**config.mk**
```make
export PLATFORM = sky130hd
export DESIGN_NAME = time_disp_scan
export DESIGN_NICKNAME = d
export VERILOG_FILES = /design/src/rtl/time_disp_pkg.sv /design/src/rtl/time_disp_scan_bin2bcd.sv /design/src/rtl/time_disp_scan.sv
export SDC_FILE = /design/constraint.sdc
export NUM_CORES = 1
export LEC_CHECK = 0
export ABC_AREA = 1
export CAP_MARGIN = 30
export CORE_AREA = 2 2 204 126
export DETAILED_ROUTE_END_ITERATION = 16
export DIE_AREA = 0 0 206 128
export GPL_TIMING_DRIVEN = 0
export SYNTH_ARGS = -nofsm -noshare
export SYNTH_HDL_FRONTEND = slang
export SYNTH_SLANG_ARGS = --single-unit
export TNS_END_PERCENT = 20
```
**constraint.sdc**
```tcl
create_clock -name kh_clk -period 2.9 [get_ports kh_clk]
set_input_delay 0.58 -clock kh_clk [delete_from_list [all_inputs] [get_ports kh_clk]]
set_output_delay 0.58 -clock kh_clk [all_outputs]
set_load 0.01 [all_outputs]
```
**src/rtl/time_disp_pkg.sv**
```systemverilog
// Shared definitions for the time display scanner: time-word field layout,
// field limits, segment constants and the conversion FSM state type.
package time_disp_pkg;

  localparam int TIME_W  = 27;
  localparam int HR_MSB  = 26;
  localparam int HR_LSB  = 22;
  localparam int MIN_MSB = 21;
  localparam int MIN_LSB = 16;
  localparam int SEC_MSB = 15;
  localparam int SEC_LSB = 10;
  localparam int MS_MSB  = 9;
  localparam int MS_LSB  = 0;

  localparam logic [4:0] HR_MAX  = 5'd23;
  localparam logic [5:0] MIN_MAX = 6'd59;
  localparam logic [5:0] SEC_MAX = 6'd59;
  localparam logic [9:0] MS_MAX  = 10'd999;

  // Segment words are {g,f,e,d,c,b,a}, active-low.
  localparam logic [6:0] SEG_DASH = 7'b0111111;
  localparam logic [6:0] SEG_OFF  = 7'b1111111;

  typedef enum logic [1:0] {
    ST_IDLE,
    ST_CAP,
    ST_SHIFT,
    ST_DONE
  } conv_state_e;

  // dig[7] is the leftmost digit (hours tens); dots_on already folds in BLINK_EN.
  typedef struct packed {
    logic [7:0][3:0] dig;
    logic            valid;
    logic            dots_on;
  } disp_bank_t;

  function automatic logic [6:0] bcd_to_seg(input logic [3:0] nibble);
    logic [6:0] seg;
    case (nibble)
      4'd0:    seg = 7'b1000000;
      4'd1:    seg = 7'b1111001;
      4'd2:    seg = 7'b0100100;
      4'd3:    seg = 7'b0110000;
      4'd4:    seg = 7'b0011001;
      4'd5:    seg = 7'b0010010;
      4'd6:    seg = 7'b0000010;
      4'd7:    seg = 7'b1111000;
      4'd8:    seg = 7'b0000000;
      4'd9:    seg = 7'b0010000;
      default: seg = SEG_OFF;
    endcase
    return seg;
  endfunction

endpackage

```
**src/rtl/time_disp_scan_bin2bcd.sv**
```systemverilog
// Sequential 10-bit binary to 3-digit BCD converter (shift-add-3).
// A start pulse loads the operand; done is high during the last of 10 shifts.
module bin2bcd_seq (
  input  logic        kh_clk,
  input  logic        reset_n,
  input  logic        start,
  input  logic [9:0]  bin,
  output logic        done,
  output logic [11:0] bcd
);

  // sh = {hundreds, tens, ones, remaining binary bits}
  logic [21:0] sh;
  logic [21:0] adj;
  logic [3:0]  cnt;

  always_comb begin
    adj = sh;
    for (int i = 0; i < 3; i++) begin
      if (sh[10+4*i +: 4] >= 4'd5) adj[10+4*i +: 4] = sh[10+4*i +: 4] + 4'd3;
    end
  end

  always_ff @(posedge kh_clk or negedge reset_n) begin
    if (!reset_n) begin
      sh  <= '0;
      cnt <= '0;
    end else if (start) begin
      sh  <= {12'd0, bin};
      cnt <= 4'd10;
    end else if (cnt != 4'd0) begin
      sh  <= {adj[20:0], 1'b0};
      cnt <= cnt - 4'd1;
    end
  end

  assign done = (cnt == 4'd1);
  assign bcd  = sh[21:10];

endmodule

```
**src/rtl/time_disp_scan.sv**
```systemverilog
// 8-digit multiplexed 7-seg driver showing HH.MM.SS.cc from a packed time word,
// with a once-per-frame coherent snapshot, range check and BCD conversion.
module time_disp_scan
  import time_disp_pkg::*;
#(
  parameter int DIGIT_HOLD = 2,
  parameter bit BLINK_EN   = 1'b1
) (
  input  logic              kh_clk,
  input  logic              reset_n,
  input  logic [TIME_W-1:0] disp_time,
  output logic [7:0]        an_n,
  output logic [6:0]        seg_n,
  output logic              dp_n,
  output logic              err
);

  localparam int HW = $clog2(DIGIT_HOLD);

  logic [HW-1:0] hold_cnt;
  logic [2:0]    dig_idx;
  logic          frame_start;

  assign frame_start = (dig_idx == 3'd7) && (hold_cnt == '0);

  always_ff @(posedge kh_clk or negedge reset_n) begin
    if (!reset_n) begin
      hold_cnt <= '0;
      dig_idx  <= 3'd7;
    end else if (hold_cnt == HW'(DIGIT_HOLD - 1)) begin
      hold_cnt <= '0;
      dig_idx  <= dig_idx - 3'd1;
    end else begin
      hold_cnt <= hold_cnt + 1'b1;
    end
  end

  // Conversion sequencer
  conv_state_e state, state_nxt;
  logic        cap_en, conv_start, pend_load, conv_done;

  always_ff @(posedge kh_clk or negedge reset_n) begin
    if (!reset_n) state <= ST_IDLE;
    else          state <= state_nxt;
  end

  always_comb begin
    state_nxt  = state;
    cap_en     = 1'b0;
    conv_start = 1'b0;
    pend_load  = 1'b0;
    case (state)
      ST_IDLE: begin
        if (frame_start) begin
          cap_en    = 1'b1;
          state_nxt = ST_CAP;
        end
      end
      ST_CAP: begin
        conv_start = 1'b1;
        state_nxt  = ST_SHIFT;
      end
      ST_SHIFT: begin
        if (conv_done) state_nxt = ST_DONE;
      end
      ST_DONE: begin
        pend_load = 1'b1;
        state_nxt = ST_IDLE;
      end
      default: state_nxt = ST_IDLE;
    endcase
  end

  logic [TIME_W-1:0] snap;
  logic              snap_valid;

  always_ff @(posedge kh_clk or negedge reset_n) begin
    if (!reset_n) begin
      snap       <= '0;
      snap_valid <= 1'b0;
    end else if (cap_en) begin
      snap       <= disp_time;
      snap_valid <= (disp_time[HR_MSB:HR_LSB]   <= HR_MAX)  &&
                    (disp_time[MIN_MSB:MIN_LSB] <= MIN_MAX) &&
                    (disp_time[SEC_MSB:SEC_LSB] <= SEC_MAX) &&
                    (disp_time[MS_MSB:MS_LSB]   <= MS_MAX);
    end
  end

  logic [11:0] hr_bcd, min_bcd, sec_bcd, ms_bcd;
  logic        hr_done, min_done, sec_done, ms_done;

  bin2bcd_seq u_hr (
    .kh_clk(kh_clk), .reset_n(reset_n), .start(conv_start),
    .bin({5'd0, snap[HR_MSB:HR_LSB]}), .done(hr_done), .bcd(hr_bcd)
  );
  bin2bcd_seq u_min (
    .kh_clk(kh_clk), .reset_n(reset_n), .start(conv_start),
    .bin({4'd0, snap[MIN_MSB:MIN_LSB]}), .done(min_done), .bcd(min_bcd)
  );
  bin2bcd_seq u_sec (
    .kh_clk(kh_clk), .reset_n(reset_n), .start(conv_start),
    .bin({4'd0, snap[SEC_MSB:SEC_LSB]}), .done(sec_done), .bcd(sec_bcd)
  );
  bin2bcd_seq u_ms (
    .kh_clk(kh_clk), .reset_n(reset_n), .start(conv_start),
    .bin(snap[MS_MSB:MS_LSB]), .done(ms_done), .bcd(ms_bcd)
  );

  assign conv_done = hr_done & min_done & sec_done & ms_done;

  // Hundreds of hr/min/sec are always zero for in-range values; ms ones is not displayed.
  logic unused_bcd_bits;
  assign unused_bcd_bits = ^{hr_bcd[11:8], min_bcd[11:8], sec_bcd[11:8], ms_bcd[3:0]};

  disp_bank_t pend, bank, bank_nxt;
  logic       pend_ready, bank_valid, bank_valid_nxt;

  always_ff @(posedge kh_clk or negedge reset_n) begin
    if (!reset_n) begin
      pend       <= '0;
      pend_ready <= 1'b0;
    end else if (pend_load) begin
      pend.dig     <= {hr_bcd[7:4], hr_bcd[3:0], min_bcd[7:4], min_bcd[3:0],
                       sec_bcd[7:4], sec_bcd[3:0], ms_bcd[11:8], ms_bcd[7:4]};
      pend.valid   <= snap_valid;
      pend.dots_on <= !BLINK_EN || (snap[MS_MSB:MS_LSB] < 10'd500);
      pend_ready   <= 1'b1;
    end
  end

  always_comb begin
    bank_nxt       = bank;
    bank_valid_nxt = bank_valid;
    if (frame_start && pend_ready) begin
      bank_nxt       = pend;
      bank_valid_nxt = 1'b1;
    end
  end

  always_ff @(posedge kh_clk or negedge reset_n) begin
    if (!reset_n) begin
      bank       <= '0;
      bank_valid <= 1'b0;
    end else begin
      bank       <= bank_nxt;
      bank_valid <= bank_valid_nxt;
    end
  end

  // Output mux reads the bank as it will be after this edge, so a newly
  // loaded frame appears on digit 7 in the same cycle the frame starts.
  logic [7:0] an_d;
  logic [6:0] seg_d;
  logic       dp_d, err_d;
  logic       dot_pos;

  always_comb begin
    an_d    = 8'hFF;
    seg_d   = SEG_OFF;
    dp_d    = 1'b1;
    err_d   = 1'b0;
    dot_pos = (dig_idx == 3'd6) || (dig_idx == 3'd4) || (dig_idx == 3'd2);
    if (bank_valid_nxt) begin
      an_d = ~(8'b1 << dig_idx);
      if (bank_nxt.valid) begin
        seg_d = bcd_to_seg(bank_nxt.dig[dig_idx]);
        dp_d  = !(bank_nxt.dots_on && dot_pos);
      end else begin
        seg_d = SEG_DASH;
        err_d = 1'b1;
      end
    end
  end

  always_ff @(posedge kh_clk or negedge reset_n) begin
    if (!reset_n) begin
      an_n  <= 8'hFF;
      seg_n <= SEG_OFF;
      dp_n  <= 1'b1;
      err   <= 1'b0;
    end else begin
      an_n  <= an_d;
      seg_n <= seg_d;
      dp_n  <= dp_d;
      err   <= err_d;
    end
  end

endmodule
```
==> flow_metrics.tcl <==
set metrics [dict create \
    post-place-ws_ns 0.223 \
    grt_pass1_vias 7204 \
    vdd_ir_drop_max_uv 351 \
    post-route-util_pct 45.7 \
    cts_buffers 22 \
    final_common_cell "nand2_1" \
    path_clk_slew_ns 0.06 \
    use_met3_pct 2.69 \
    worstPathRequired_ns 3.33 \
    synth_area_per_cell_um2 8.98 \
    max_freq_ghz 0.379 \
    wl_per_cell_um 14.7 \
    clockRootBuffer "clkbuf_16" \
    dp_hpwl_um 16000 \
    max_stage_delay_ns 0.55 \
    cts_tree "built" \
    ys_seq_area_share_pct 55.3 \
    synth-warning-count 0 \
    io_pins 46 \
    leakage_nw 5.46 \
    crit_chain "ha_2 > nand4_4 > buf_2 > o21ai_1 > nand2_1 > nand2_1 > nand2_1 > nand3_1 > nand2_1 > inv_1 > ha_1 > nand3_1 > nand3_1 > nand3_1 > nand2_1" \
    via_count 7269 \
    antenna_found_initial 0 \
    critical_path_arrival_ns 3.07 \
    antenna_left 0 \
    gr-usage-met1_pct 29.4 \
    io_buffers 45 \
    drtPass1Iterations 5 \
    initial_core_util_pct 39.2 \
    cp_slowest_cell "dfstp_2" \
    crit_fanout 10 \
    grt_max_degree 78 \
    r2r_slack_ns 0.26 \
    slew_violations 0 \
    core_area_mm2 0.0247 \
    drtIter0Drc 463 \
    setup_ws_ns 0.261 \
    fin_crit_sh_pct 91.0 \
    crit_path_end_kind "register" \
    via_per_inst 4.88 \
    clock_skew_ns 0.0125 \
    max_slew.worst_pin.slew_ns 0.619 \
    h-tree-depth 1 \
    dieHeight_um 128 \
    synth_cell_types 39 \
    die_w_um 206 \
    gr-max-usage-layer "met1" \
    crit_buf_inv 2 \
    gp_congestion 0.799 \
    use_met2_pct 23.6 \
    synth_seq_cells 213 \
    path_common_cell "nand2_1" \
    drive_gt1_share_pct 7.31 \
    p_per_area_mw_per_mm2 687 \
    clock_insertion_delay_worst_skew_ns 0.50 \
    n_antenna_cell 0 \
    r2r_start "dig_idx[0]" \
    clock_sinks 213 \
    syn_inst 1077 \
    seqCellArea_mm2 0.00535 \
    area_growth_pct 16.5 \
    routed_wl_um 21900 \
    grt_pass1_wl_um 37200 \
    grt_usage_pct 17.6 \
    layout_common_cells "nand2_1 (313), dfrtp_1 (194), inv_1 (125)" \
    reg2reg_depth 15 \
    stdcell_count 1491 \
    worst_hold_path_type "in2async" \
    rr_endpoint "seg_n[6]" \
    synth_area_mm2 0.00968 \
    max-clock-path-buffers 3 \
    start_kind "register" \
    hold_buffers 0 \
    nFillCells 2443 \
    place_inst 1453 \
    slew_headroom_pct 58.7 \
    min_period_ns 2.64 \
    layout.nets 1219 \
    setup_viol 0 \
    drc_errors 0 \
    multiInputGateArea_mm2 0.00366 \
    rows 45 \
    maxCapViolCount 0 \
    finalHoldViolations 0 \
    syn_nets 1148 \
    grt-ovfl-total 0 \
    rsz0062_at_grt "no" \
    status "finished, final reports clean" \
    design.die.area_mm2 0.0264 \
    crit_type "reg2reg" \
    cp_top_family "simple AND/OR/NAND/NOR gates" \
]
==> through the flow <==
step	setup TNS (ns)	cell area [um2]	hold WS [ns]	power [mW]
finish	0	11300	0.0134	7.74
floorplan	0	9680	0.284	4.62
global placement	-1641.50	10500	0.449	5.08
global route	0	11300	0.0670	8.24
detailed placement	0	10600	0.453	5.12
CTS	0	11300	0.0642	7.83
==> cells in the mapped netlist (all sizes together) <==
library cell  count  area share [%]
a31oi             1           0.065
xnor2             4            0.36
clkbuf           15            0.58
a21oi             5            0.38
buf              19             1.1
nand2           317              13
o221ai            4            0.36
inv             126             4.9
nor3              6            0.31
dfrtp           194              50
dfstp            19             5.2
o21ai            83             4.3
o21a              5            0.39
or2               2            0.13
o2111ai           2            0.18
clkinv            7            0.27
o32ai            12             1.1
a22oi             5            0.39
o311ai            4            0.36
o22ai            24             1.6
nand3            88             4.7
xor2             12             1.1
mux2i             1            0.10
o31ai             3            0.23
nand4             5            0.48
ha               42             5.4
o211ai           13             1.0
nor2             59             2.4
==> how the worst max path moves through the flow <==
| stage | start | endpoint | slack, ns | cells past startpoint |
|---|---|---|---|---|
| 5_1_grt | dig_idx[1] | seg_n[6] | 0.05 | 15 |
| 4_1_cts | dig_idx[0] | seg_n[6] | 0.19 | 15 |
| 3_3_place_gp | reset_n | u_sec.sh[13] | -7.98 | 1 |
| 3_5_place_dp | dig_idx[0] | seg_n[6] | 0.22 | 15 |
| 2_1_floorplan | dig_idx[0] | seg_n[6] | 0.67 | 15 |
| 6_report | dig_idx[0] | seg_n[6] | 0.26 | 15 |
==> power breakdown <==
group / total (mW) / switching [mW] / internal [mW]
registers: 3.62 / 0.215 / 3.41
logic: 1.45 / 0.881 / 0.567
clock network: 2.68 / 1.15 / 1.53
==> sequential cells by signal, summed over array words and instances, names as in the netlist, 8 cells and up <==
register / count
u_ms.sh: 22
bank: 34
pend: 34
u_min.sh: 18
snap: 27
an_n: 8
u_sec.sh: 18
u_hr.sh: 18
==> cells by family (layout without fill, tap and decap cells) <==
logic type      after synthesis  count (layout)  share of synthesized area, %
xor+xnor                     16              16                          1.45
fa+ha+maj                    42              42                          5.43
simple gates                477             477                          20.5
mux                           1               1                         0.103
compound gates              161             161                          10.3
flops                       213             213                          55.3
buf+inv                     167             252                          6.88
==> routing by layer <==
| layer | routed length (um) | part of all wire, % | up-vias |
|---|---|---|---|
| li1 | - | - | 3638 |
| met1 | 12300 | 56 | 3505 |
| met2 | 8360 | 38 | 104 |
| met3 | 1030 | 4.7 | 22 |
| met4 | 259 | 1.2 | 0 |
| met5 | 0 | 0 | - |
==> area by class of cell <==
| class | instances | area share (%) |
|---|---|---|
| plain buffers | 34 | 1.48 |
| clock buffers | 32 | 5.67 |
| clock inverters | 6 | 0.311 |
| inverters | 133 | 4.43 |
| multi-input cells | 697 | 32.5 |
| flip-flops and latches | 213 | 47.5 |
| well taps | 329 | 3.65 |
| repair buffers | 47 | 4.53 |
==> repair_timing <==
item,4_1_cts,5_1_grt
buffers inserted,0,0
endpoints found under the setup margin,0,1
gates resized for setup,0,1
(Power assumes the default switching activity.)
